[config.mk]
export PLATFORM = sky130hd
export DESIGN_NAME = enemy_manager
export DESIGN_NICKNAME = d
export VERILOG_FILES = /design/src/rtl/enemy_manager.sv
export SDC_FILE = /design/constraint.sdc
export NUM_CORES = 1
export LEC_CHECK = 0
export CAP_MARGIN = 20
export CELL_PAD_IN_SITES_DETAIL_PLACEMENT = 1
export CELL_PAD_IN_SITES_GLOBAL_PLACEMENT = 1
export CORE_MARGIN = 2
export CORE_UTILIZATION = 46
export CTS_CLUSTER_SIZE = 14
export DETAILED_ROUTE_END_ITERATION = 10
export HOLD_SLACK_MARGIN = 0.06
export PLACE_DENSITY_LB_ADDON = 0.1
export SYNTH_ARGS = -nofsm -noshare
export SYNTH_HDL_FRONTEND = slang
export SYNTH_SLANG_ARGS = --single-unit
[constraint.sdc]
create_clock -name Clk -period 19.25 [get_ports Clk]
set_input_delay 3.85 -clock Clk [delete_from_list [all_inputs] [get_ports Clk]]
set_output_delay 3.85 -clock Clk [all_outputs]
set_load 0.02 [all_outputs]
[src/rtl/enemy_manager.sv]
// enemy_manager: eight-slot enemy pool driven by the control unit's spawn codes.
// Advances enemies along the path once per step, applies tower hits and tracks radish health.
module enemy_manager #(
  parameter int unsigned STEP_CYCLES = 1000000,
  parameter int unsigned PATH_LEN    = 640,
  parameter int unsigned RADISH_HP   = 10
) (
  input  logic        Clk,
  input  logic        Reset,
  input  logic        is_game,
  input  logic [2:0]  Summon,
  input  logic        hit_valid,
  input  logic [2:0]  hit_slot,
  input  logic [7:0]  hit_dmg,
  output logic [7:0]  enemy_valid,
  output logic [23:0] enemy_type,
  output logic [79:0] enemy_pos,
  output logic [63:0] enemy_hp,
  output logic [3:0]  alive_count,
  output logic [3:0]  radish_hp,
  output logic        death,
  output logic        kill_pulse,
  output logic        leak_pulse,
  output logic        spawn_drop
);

  localparam int unsigned      CNT_W       = (STEP_CYCLES > 1) ? $clog2(STEP_CYCLES) : 1;
  localparam logic [CNT_W-1:0] STEP_LAST   = CNT_W'(STEP_CYCLES - 1);
  localparam logic [10:0]      PATH_END    = 11'(PATH_LEN);
  localparam logic [3:0]       RADISH_INIT = 4'(RADISH_HP);

  function automatic logic code_valid(input logic [2:0] code);
    case (code)
      3'd1, 3'd2, 3'd6: code_valid = 1'b1;
      default:          code_valid = 1'b0;
    endcase
  endfunction

  function automatic logic [7:0] type_hp(input logic [2:0] t);
    case (t)
      3'd1:    type_hp = 8'd20;
      3'd2:    type_hp = 8'd40;
      3'd6:    type_hp = 8'd100;
      default: type_hp = 8'd0;
    endcase
  endfunction

  function automatic logic [1:0] type_speed(input logic [2:0] t);
    case (t)
      3'd1:       type_speed = 2'd2;
      3'd2, 3'd6: type_speed = 2'd1;
      default:    type_speed = 2'd0;
    endcase
  endfunction

  function automatic logic [4:0] type_damage(input logic [2:0] t);
    case (t)
      3'd1, 3'd2: type_damage = 5'd1;
      3'd6:       type_damage = 5'd3;
      default:    type_damage = 5'd0;
    endcase
  endfunction

  // Scanning from the top down leaves the lowest free index as the result.
  function automatic logic [2:0] lowest_free(input logic [7:0] v);
    lowest_free = 3'd0;
    for (int i = 7; i >= 0; i--) begin
      if (!v[i]) lowest_free = 3'(i);
    end
  endfunction

  logic [7:0]       valid_r, valid_s;
  logic [2:0]       type_r [8];
  logic [2:0]       type_s [8];
  logic [9:0]       pos_r [8];
  logic [9:0]       pos_s [8];
  logic [7:0]       hp_r [8];
  logic [7:0]       hp_s [8];
  logic [3:0]       alive_r, alive_s;
  logic [3:0]       radish_r, radish_s;
  logic             kill_r, kill_s;
  logic             leak_r, leak_s;
  logic             drop_r, drop_s;
  logic [CNT_W-1:0] step_cnt_r, step_cnt_s;
  logic             is_game_r;
  logic             step_s;
  logic [4:0]       leak_sum_s;
  logic [10:0]      moved_s;
  logic [2:0]       spawn_slot_s;

  // Next-state of the pool: leak first, then hits on surviving slots, then spawn into a start-of-cycle free slot.
  always_comb begin
    valid_s      = valid_r;
    type_s       = type_r;
    pos_s        = pos_r;
    hp_s         = hp_r;
    kill_s       = 1'b0;
    leak_s       = 1'b0;
    drop_s       = 1'b0;
    leak_sum_s   = 5'd0;
    moved_s      = 11'd0;
    spawn_slot_s = lowest_free(valid_r);
    step_s       = is_game && (step_cnt_r == STEP_LAST);
    if (!is_game) begin
      valid_s = 8'd0;
      for (int i = 0; i < 8; i++) begin
        type_s[i] = 3'd0;
        pos_s[i]  = 10'd0;
        hp_s[i]   = 8'd0;
      end
    end else begin
      for (int i = 0; i < 8; i++) begin
        moved_s = {1'b0, pos_r[i]} + {9'd0, type_speed(type_r[i])};
        if (valid_r[i] && step_s && (moved_s >= PATH_END)) begin
          valid_s[i] = 1'b0;
          type_s[i]  = 3'd0;
          pos_s[i]   = 10'd0;
          hp_s[i]    = 8'd0;
          leak_sum_s = leak_sum_s + type_damage(type_r[i]);
          leak_s     = 1'b1;
        end else if (valid_r[i]) begin
          pos_s[i] = step_s ? moved_s[9:0] : pos_r[i];
          if (hit_valid && (hit_slot == 3'(i))) begin
            if (hit_dmg >= hp_r[i]) begin
              valid_s[i] = 1'b0;
              type_s[i]  = 3'd0;
              pos_s[i]   = 10'd0;
              hp_s[i]    = 8'd0;
              kill_s     = 1'b1;
            end else begin
              hp_s[i] = hp_r[i] - hit_dmg;
            end
          end else begin
            hp_s[i] = hp_r[i];
          end
        end else begin
          valid_s[i] = 1'b0;
        end
      end
      if (code_valid(Summon)) begin
        if (&valid_r) begin
          drop_s = 1'b1;
        end else begin
          valid_s[spawn_slot_s] = 1'b1;
          type_s[spawn_slot_s]  = Summon;
          pos_s[spawn_slot_s]   = 10'd0;
          hp_s[spawn_slot_s]    = type_hp(Summon);
        end
      end else begin
        drop_s = 1'b0;
      end
    end

    // Radish health is reloaded on level start, otherwise it only ever drops (and holds while idle).
    if (is_game && !is_game_r) begin
      radish_s = RADISH_INIT;
    end else if ({1'b0, radish_r} <= leak_sum_s) begin
      radish_s = 4'd0;
    end else begin
      radish_s = 4'({1'b0, radish_r} - leak_sum_s);
    end

    if (!is_game || (step_cnt_r == STEP_LAST)) begin
      step_cnt_s = '0;
    end else begin
      step_cnt_s = step_cnt_r + CNT_W'(1);
    end

    alive_s = 4'd0;
    for (int i = 0; i < 8; i++) begin
      alive_s = alive_s + {3'd0, valid_s[i]};
    end
  end

  // State and output registers.
  always_ff @(posedge Clk or posedge Reset) begin
    if (Reset) begin
      valid_r    <= 8'd0;
      for (int i = 0; i < 8; i++) begin
        type_r[i] <= 3'd0;
        pos_r[i]  <= 10'd0;
        hp_r[i]   <= 8'd0;
      end
      alive_r    <= 4'd0;
      radish_r   <= RADISH_INIT;
      kill_r     <= 1'b0;
      leak_r     <= 1'b0;
      drop_r     <= 1'b0;
      step_cnt_r <= '0;
      is_game_r  <= 1'b0;
    end else begin
      valid_r    <= valid_s;
      type_r     <= type_s;
      pos_r      <= pos_s;
      hp_r       <= hp_s;
      alive_r    <= alive_s;
      radish_r   <= radish_s;
      kill_r     <= kill_s;
      leak_r     <= leak_s;
      drop_r     <= drop_s;
      step_cnt_r <= step_cnt_s;
      is_game_r  <= is_game;
    end
  end

  for (genvar g = 0; g < 8; g++) begin : g_pack
    assign enemy_type[3*g +: 3]  = type_r[g];
    assign enemy_pos[10*g +: 10] = pos_r[g];
    assign enemy_hp[8*g +: 8]    = hp_r[g];
  end

  assign enemy_valid = valid_r;
  assign alive_count = alive_r;
  assign radish_hp   = radish_r;
  assign death       = (radish_r == 4'd0);
  assign kill_pulse  = kill_r;
  assign leak_pulse  = leak_r;
  assign spawn_drop  = drop_r;

endmodule
## Yosys cells after proc, flatten, opt, wreduce, memory -nomap -nowiden

Index checks and enable logic that the tools add are counted.

| cells by class | value |
|---|---|
| div/mod/pow operators | 0 |
| shift operators | 0 |
| $mul | 0 |
| bitwise operators | 4 |
| reduce and logical (&&, ||, !) cells | 51 |
| add/sub/neg operators | 32 |
| magnitude comparators | 21 |
| mux-type cells | 307 |
| eq/ne operators | 35 |

Operator list:

| cell | count |
|---|---|
| 2-to-1 mux 10 bit | 49 |
| 2-to-1 mux 8 bit | 47 |
| 2-to-1 mux 80 bit | 3 |
| 2-to-1 mux 64 bit | 3 |
| 2-to-1 mux 3 bit | 49 |
| 2-to-1 mux 5 bit | 29 |
| 2-to-1 mux 1 bit | 89 |
| adder 10 x 2 -> 11 bit | 8 |
| >= comparator 11 x 10 -> 1 bit (second input constant) | 8 |
| AND 80 bit | 1 |
| inverter 80 bit | 1 |
| 2-to-1 mux 24 bit | 3 |
| bitwise mux 64 bit | 1 |
| >= comparator 8 bit | 8 |
| one-hot mux 2 bit (2 select lines) | 16 |
| subtractor 8 bit | 8 |
| equality test 3 bit (second input constant) | 13 |
| adder 5 bit | 7 |
| equality test 3 x 2 -> 1 bit (second input constant) | 11 |
| OR reduction 2 bit | 16 |
| demux 10 bit (select 3 bit) | 1 |
| equality test 3 x 1 -> 1 bit (second input constant) | 10 |
| logical AND 1 bit | 28 |
| bitwise mux 24 bit | 1 |
| 27 further kinds | 40 |

| storage, ports and cells | value |
|---|---|
| bits in registers | 208 |
| bits in latches | 0 |
| ROM bits | 0 |
| RAM bits | 0 |
| output and inout bits | 188 |
| input bits | 18 |
| word-level logic and storage cells | 482 |
| memories kept | 0 |

## Longest topological paths before layout

| depth | value |
|---|---|
| depth after elaboration | 38 |
| gate-level depth with buffers | 43 |
| mapped depth without buffers | 43 |

## Worst setup path after synthesis

Ideal clock, no wire load.

| path | value |
|---|---|
| path type | input-to-reg |
| start point | in is_game |
| end point | reg radish_r[3] (netlist: radish_hp[3]) |
| cell stages on the path | 35 |
| required time | 19.159 ns |
| arrival | 11.363 ns |
| buffers on the path | 1 |
| setup slack | 7.797 ns |
| library setup time | 0.091 ns |
| path through | clkbuf_1 nand3_1 nor2_1 nand2_1 fa_1 a2111oi_4 or2_2 inv_1 fa_1 and2_1 nor2_1 inv_1 fa_1 nand2b_1 o31ai_1 inv_1 fa_1 o21ai_1 nor2_1 xnor2_1 ha_1 a22o_1 xor2_1 ha_1 mux2_2 ha_1 a21oi_1 nor3_1 nor3b_1 a21oi_1 xor2_1 ha_1 a21oi_1 a41o_1 o31ai_1 |

| between the ends | value |
|---|---|
| longest elaborated chain between the ends | 29 |
| elaborated cells on any way between the ends | 45 |
| classes of those cells | 8 x add/sub; 1 x order compare; 18 x mux; 18 x reduce/logical |

RTL lines:

| item | RTL line | RTL |
|---|---|---|
| from (decl) | 10 | `input logic is_game,` |
| logical AND 1 bit | 103 | `step_s = is_game && (step_cnt_r == STEP_LAST);` |
| logical AND 1 bit (2 in series) | 114 | `if (valid_r[i] && step_s && (moved_s >= PATH_END)) begin` |
| 2-to-1 mux 2 bit | 114 |  |
| 2-to-1 mux 5 bit | 104 | `if (!is_game) begin` |
| adder 5 bit | 119 | `leak_sum_s = leak_sum_s + type_damage(type_r[i]);` |
| 2-to-1 mux 5 bit | 114 |  |
| 2-to-1 mux 5 bit | 104 |  |
| adder 5 bit | 119 |  |
| [13 not listed] | - |  |
| 2-to-1 mux 5 bit | 104 |  |
| adder 5 bit | 119 |  |
| 2-to-1 mux 5 bit | 114 |  |
| 2-to-1 mux 5 bit | 104 |  |
| subtractor 4 bit or <= comparator 4 x 5 -> 1 bit (tied branches) | 160, 157 |  |
| 2-to-1 mux 4 bit | 157 | `end else if ({1'b0, radish_r} <= leak_sum_s) begin` |
| 2-to-1 mux 4 bit (*) | 155 | `if (is_game && !is_game_r) begin` |
| net radish_s[3] | 80 | `logic [3:0] radish_r, radish_s;` |
| to (signal assigned) | 197 | `radish_r <= radish_s;` |
| to (decl) | 80 |  |

Mark *: on every way through the listed nets, which the timed path passes. The rest lies on a longest branch. The select of a mux whose other input is x is not followed.

## Worst setup path after layout

Ends and elaborated chain as after synthesis.

==> impl_metrics.py <==
metrics = {
    "run": {
        "maxCapViolCount": 0,
    },
    "yosys": {
        "ys.flop_type": "dfrtp_1",
        "synthArstFlopShare_pct": 100,
        "yosysWarnings": 0,
        "synth.avg_cell_area_sq_um": 8.66,
        "syn_inst": 1717,
        "yosysSeqAreaShare_pct": 35.0,
        "ys_ff_latch": 208,
        "synth.distinct_cells": 87,
        "synthesis.nets": 1862,
        "synth_edf_count": 0,
        "syn_area_sq_mm": 0.0149,
    },
    "timing": {
        "tns_ns": 0,
        "fin_crit_sh_pct": 65.4,
        "drv_slew": 0,
        "post-route-min-period_ns": 12.59,
        "worst-slew-pin-transition_ns": 0.914,
        "timing.hold.ws_ns": 0.546,
        "slew_headroom_pct": 38.3,
        "finalHoldViolCount": 0,
        "fmax_mhz": 79.4,
        "finClkSkew_ns": 0.0170,
        "setup_viol": 0,
        "grt_setup_unrepaired": "no",
    },
    "clocking": {
        "root_buffer": "clkbuf_16",
        "cts_tree": "built",
        "clk_pin_slew_ns": 0.06,
        "insertion_delay_ns": 0.54,
        "clock_sinks": 208,
        "cts_resized": 0,
        "cts_max_level": 1,
        "postCtsSetupBuffers": 0,
        "cts_inserted_buffers": 26,
        "cts_hold_buf": 0,
        "clockBufferDepth": 3,
    },
    "cells_and_area": {
        "final_core_util_pct": 57.9,
        "drive_gt1_share_pct": 6.19,
        "area_delta_synth_final_pct": 23.5,
        "multi_input_area_sq_mm": 0.00913,
        "regArea_sq_mm": 0.00521,
        "fin_nets": 2065,
        "fill_cells": 3721,
        "final_cells": 2342,
        "diodes": 0,
    },
    "worst_setup_path": {
        "crit_start": "is_game",
        "start_kind": "input port",
        "slowest_delay_ns": 0.55,
        "reg2reg_slack_ns": 8.89,
        "crit_arrival_ns": 13.04,
        "path_max_fanout": 42,
        "crit_top_cell": "fa_1",
        "cp_slowest_cell": "fa_1",
        "critical_path_class": "input port to register",
        "critPathRequiredTime_ns": 19.69,
        "rr_startpoint": "enemy_type[0]",
        "end_kind": "register",
    },
    "floorplanning": {
        "die_w_um": 184,
        "die_h_um": 184,
        "die_area_sq_mm": 0.0338,
        "rows": 65,
        "ios": 206,
        "start_util_pct": 46.9,
        "core_sq_mm": 0.0317,
    },
    "hold_path": {
        "hold_path_class": "register to register",
        "min_from": "enemy_hp[48]",
    },
    "status": {
        "status": "finished clean",
    },
    "detailed_routing": {
        "first_iter_violations": 867,
        "dr.pass1.iters": 5,
        "via_per_inst": 6.16,
        "drt-total-wl_mm": 53.4,
        "num_vias": 14422,
        "remaining_drc_errors": 0,
        "wl_per_cell_um": 22.8,
        "postRouteAntennaNets": 0,
    },
    "placement": {
        "place_congestion": 0.920,
        "io_buffer_count": 205,
        "place_inst": 2293,
        "hpwl_mm": 39.6,
    },
    "global_route": {
        "grt_max_degree": 80,
        "grt-ovfl-total": 0,
        "grt_pass1_vias": 14957,
        "track_usage_pct": 31.4,
        "grt_pass1_wl_mm": 83.4,
        "antenna_found_initial": 0,
    },
    "power_and_ir_drop": {
        "p_leak_uw": 0.00814,
        "vdd_drop_max_mv": 0.0657,
        "power_density_mw_per_mm2": 60.4,
    },
}
-- worst max-delay path: cells and delay by family --
family,cells,cell delay [ns]
mux,1,0.31
buf+inv,6,1.21
xor+xnor,4,0.56
compound gates,9,1.89
simple gates,8,1.47
fa+ha+maj,9,3.70
-- cell usage in the layout (no fill, tap or decap), drive strengths merged, types with 19 or more instances in the layout --
master         count
inv               78
ha               101
nor3              71
clkdlybuf4s50    205
buf               27
o21ai             56
xor2              46
nand2            149
nor2             207
nor4              24
a21oi            146
fa                26
clkbuf            39
nand4             40
a21o              76
dfrtp            206
and3              25
nand3             67
nor2b             34
o31ai             19
o22ai             27
xnor2             62
-- path summary, 6_finish.rpt --
check / endpoint / depth (start not counted)
max: radish_hp[3] / 37
min: enemy_hp[48] / 2
max reg2reg: radish_hp[3] / 41
min reg2reg: enemy_hp[48] / 2
max in group asynchronous: enemy_hp[48] / 3
min in group asynchronous: enemy_pos[35] / 2
-- power breakdown --
group / switching [uW] / internal, uW / total (uW)
Sequential: 7.28 / 443 / 451
Combinational: 75.2 / 42.7 / 118
Clock: 206 / 333 / 540
-- final cells by class --
cell class                 count  area share, %
multi-input combinational   1372           49.7
inverter                      80           1.68
sequential                   208           28.4
clock buffer                  39           4.25
timing repair buffer         232           12.4
tap                          402           2.74
clock inverter                 9          0.845
-- registers in the layout, summed over array words and instances, names as in the netlist --
signal and cells:
enemy_pos 80, enemy_hp 64, enemy_type 24, step_cnt_r 20, enemy_valid 8, alive_count 4, radish_hp 4, is_game_r 1
kill_pulse 1, leak_pulse 1, spawn_drop 1
-- cells in the mapped netlist, drive strengths merged (40+ instances only) --
| library cell | instances | area, sq um |
|---|---|---|
| a21o | 76 | 571 |
| a21oi | 146 | 734 |
| clkbuf | 50 | 188 |
| dfrtp | 206 | 5150 |
| ha | 101 | 1260 |
| inv | 78 | 293 |
| nand2 | 149 | 559 |
| nand3 | 67 | 340 |
| nand4 | 40 | 250 |
| nor2 | 207 | 782 |
| nor3 | 71 | 365 |
| o21ai | 56 | 280 |
| xnor2 | 62 | 543 |
| xor2 | 46 | 410 |
-- per-layer routing --
layer	global-route usage (%)	part of all wire, %	up-vias
met5	0	0	-
met4	10.6	3.3	0
met1	42.4	44	7324
li1	-	-	6551
met3	4.04	5.0	104
met2	52.0	47	443
-- through the flow --
stage / instance area (sq um) / setup slack (ns) / power, uW
final: 18400 / 6.66 / 1110
after global routing: 18400 / 6.24 / 1140
after CTS: 18300 / 6.74 / 1110
after detailed placement: 17400 / 6.14 / 573
after global placement: 17400 / 6.67 / 569
after floorplan: 14900 / 7.80 / 529
-- cell families (layout without fill, tap and decap cells) --
| family | count (synthesis) | after routing | synth area share (%) |
|---|---|---|---|
| multiplexers | 13 | 13 | 0.951 |
| AND/OR/NAND/NOR | 709 | 709 | 23.6 |
| adder cells (fa/ha/maj) | 127 | 127 | 12.0 |
| AO/OA/AOI/OAI | 414 | 414 | 18.2 |
| flip-flops | 208 | 208 | 35.0 |
| XOR/XNOR | 109 | 109 | 6.56 |
| buffers and inverters | 137 | 360 | 3.62 |
Power figures use the tool's default switching activity.
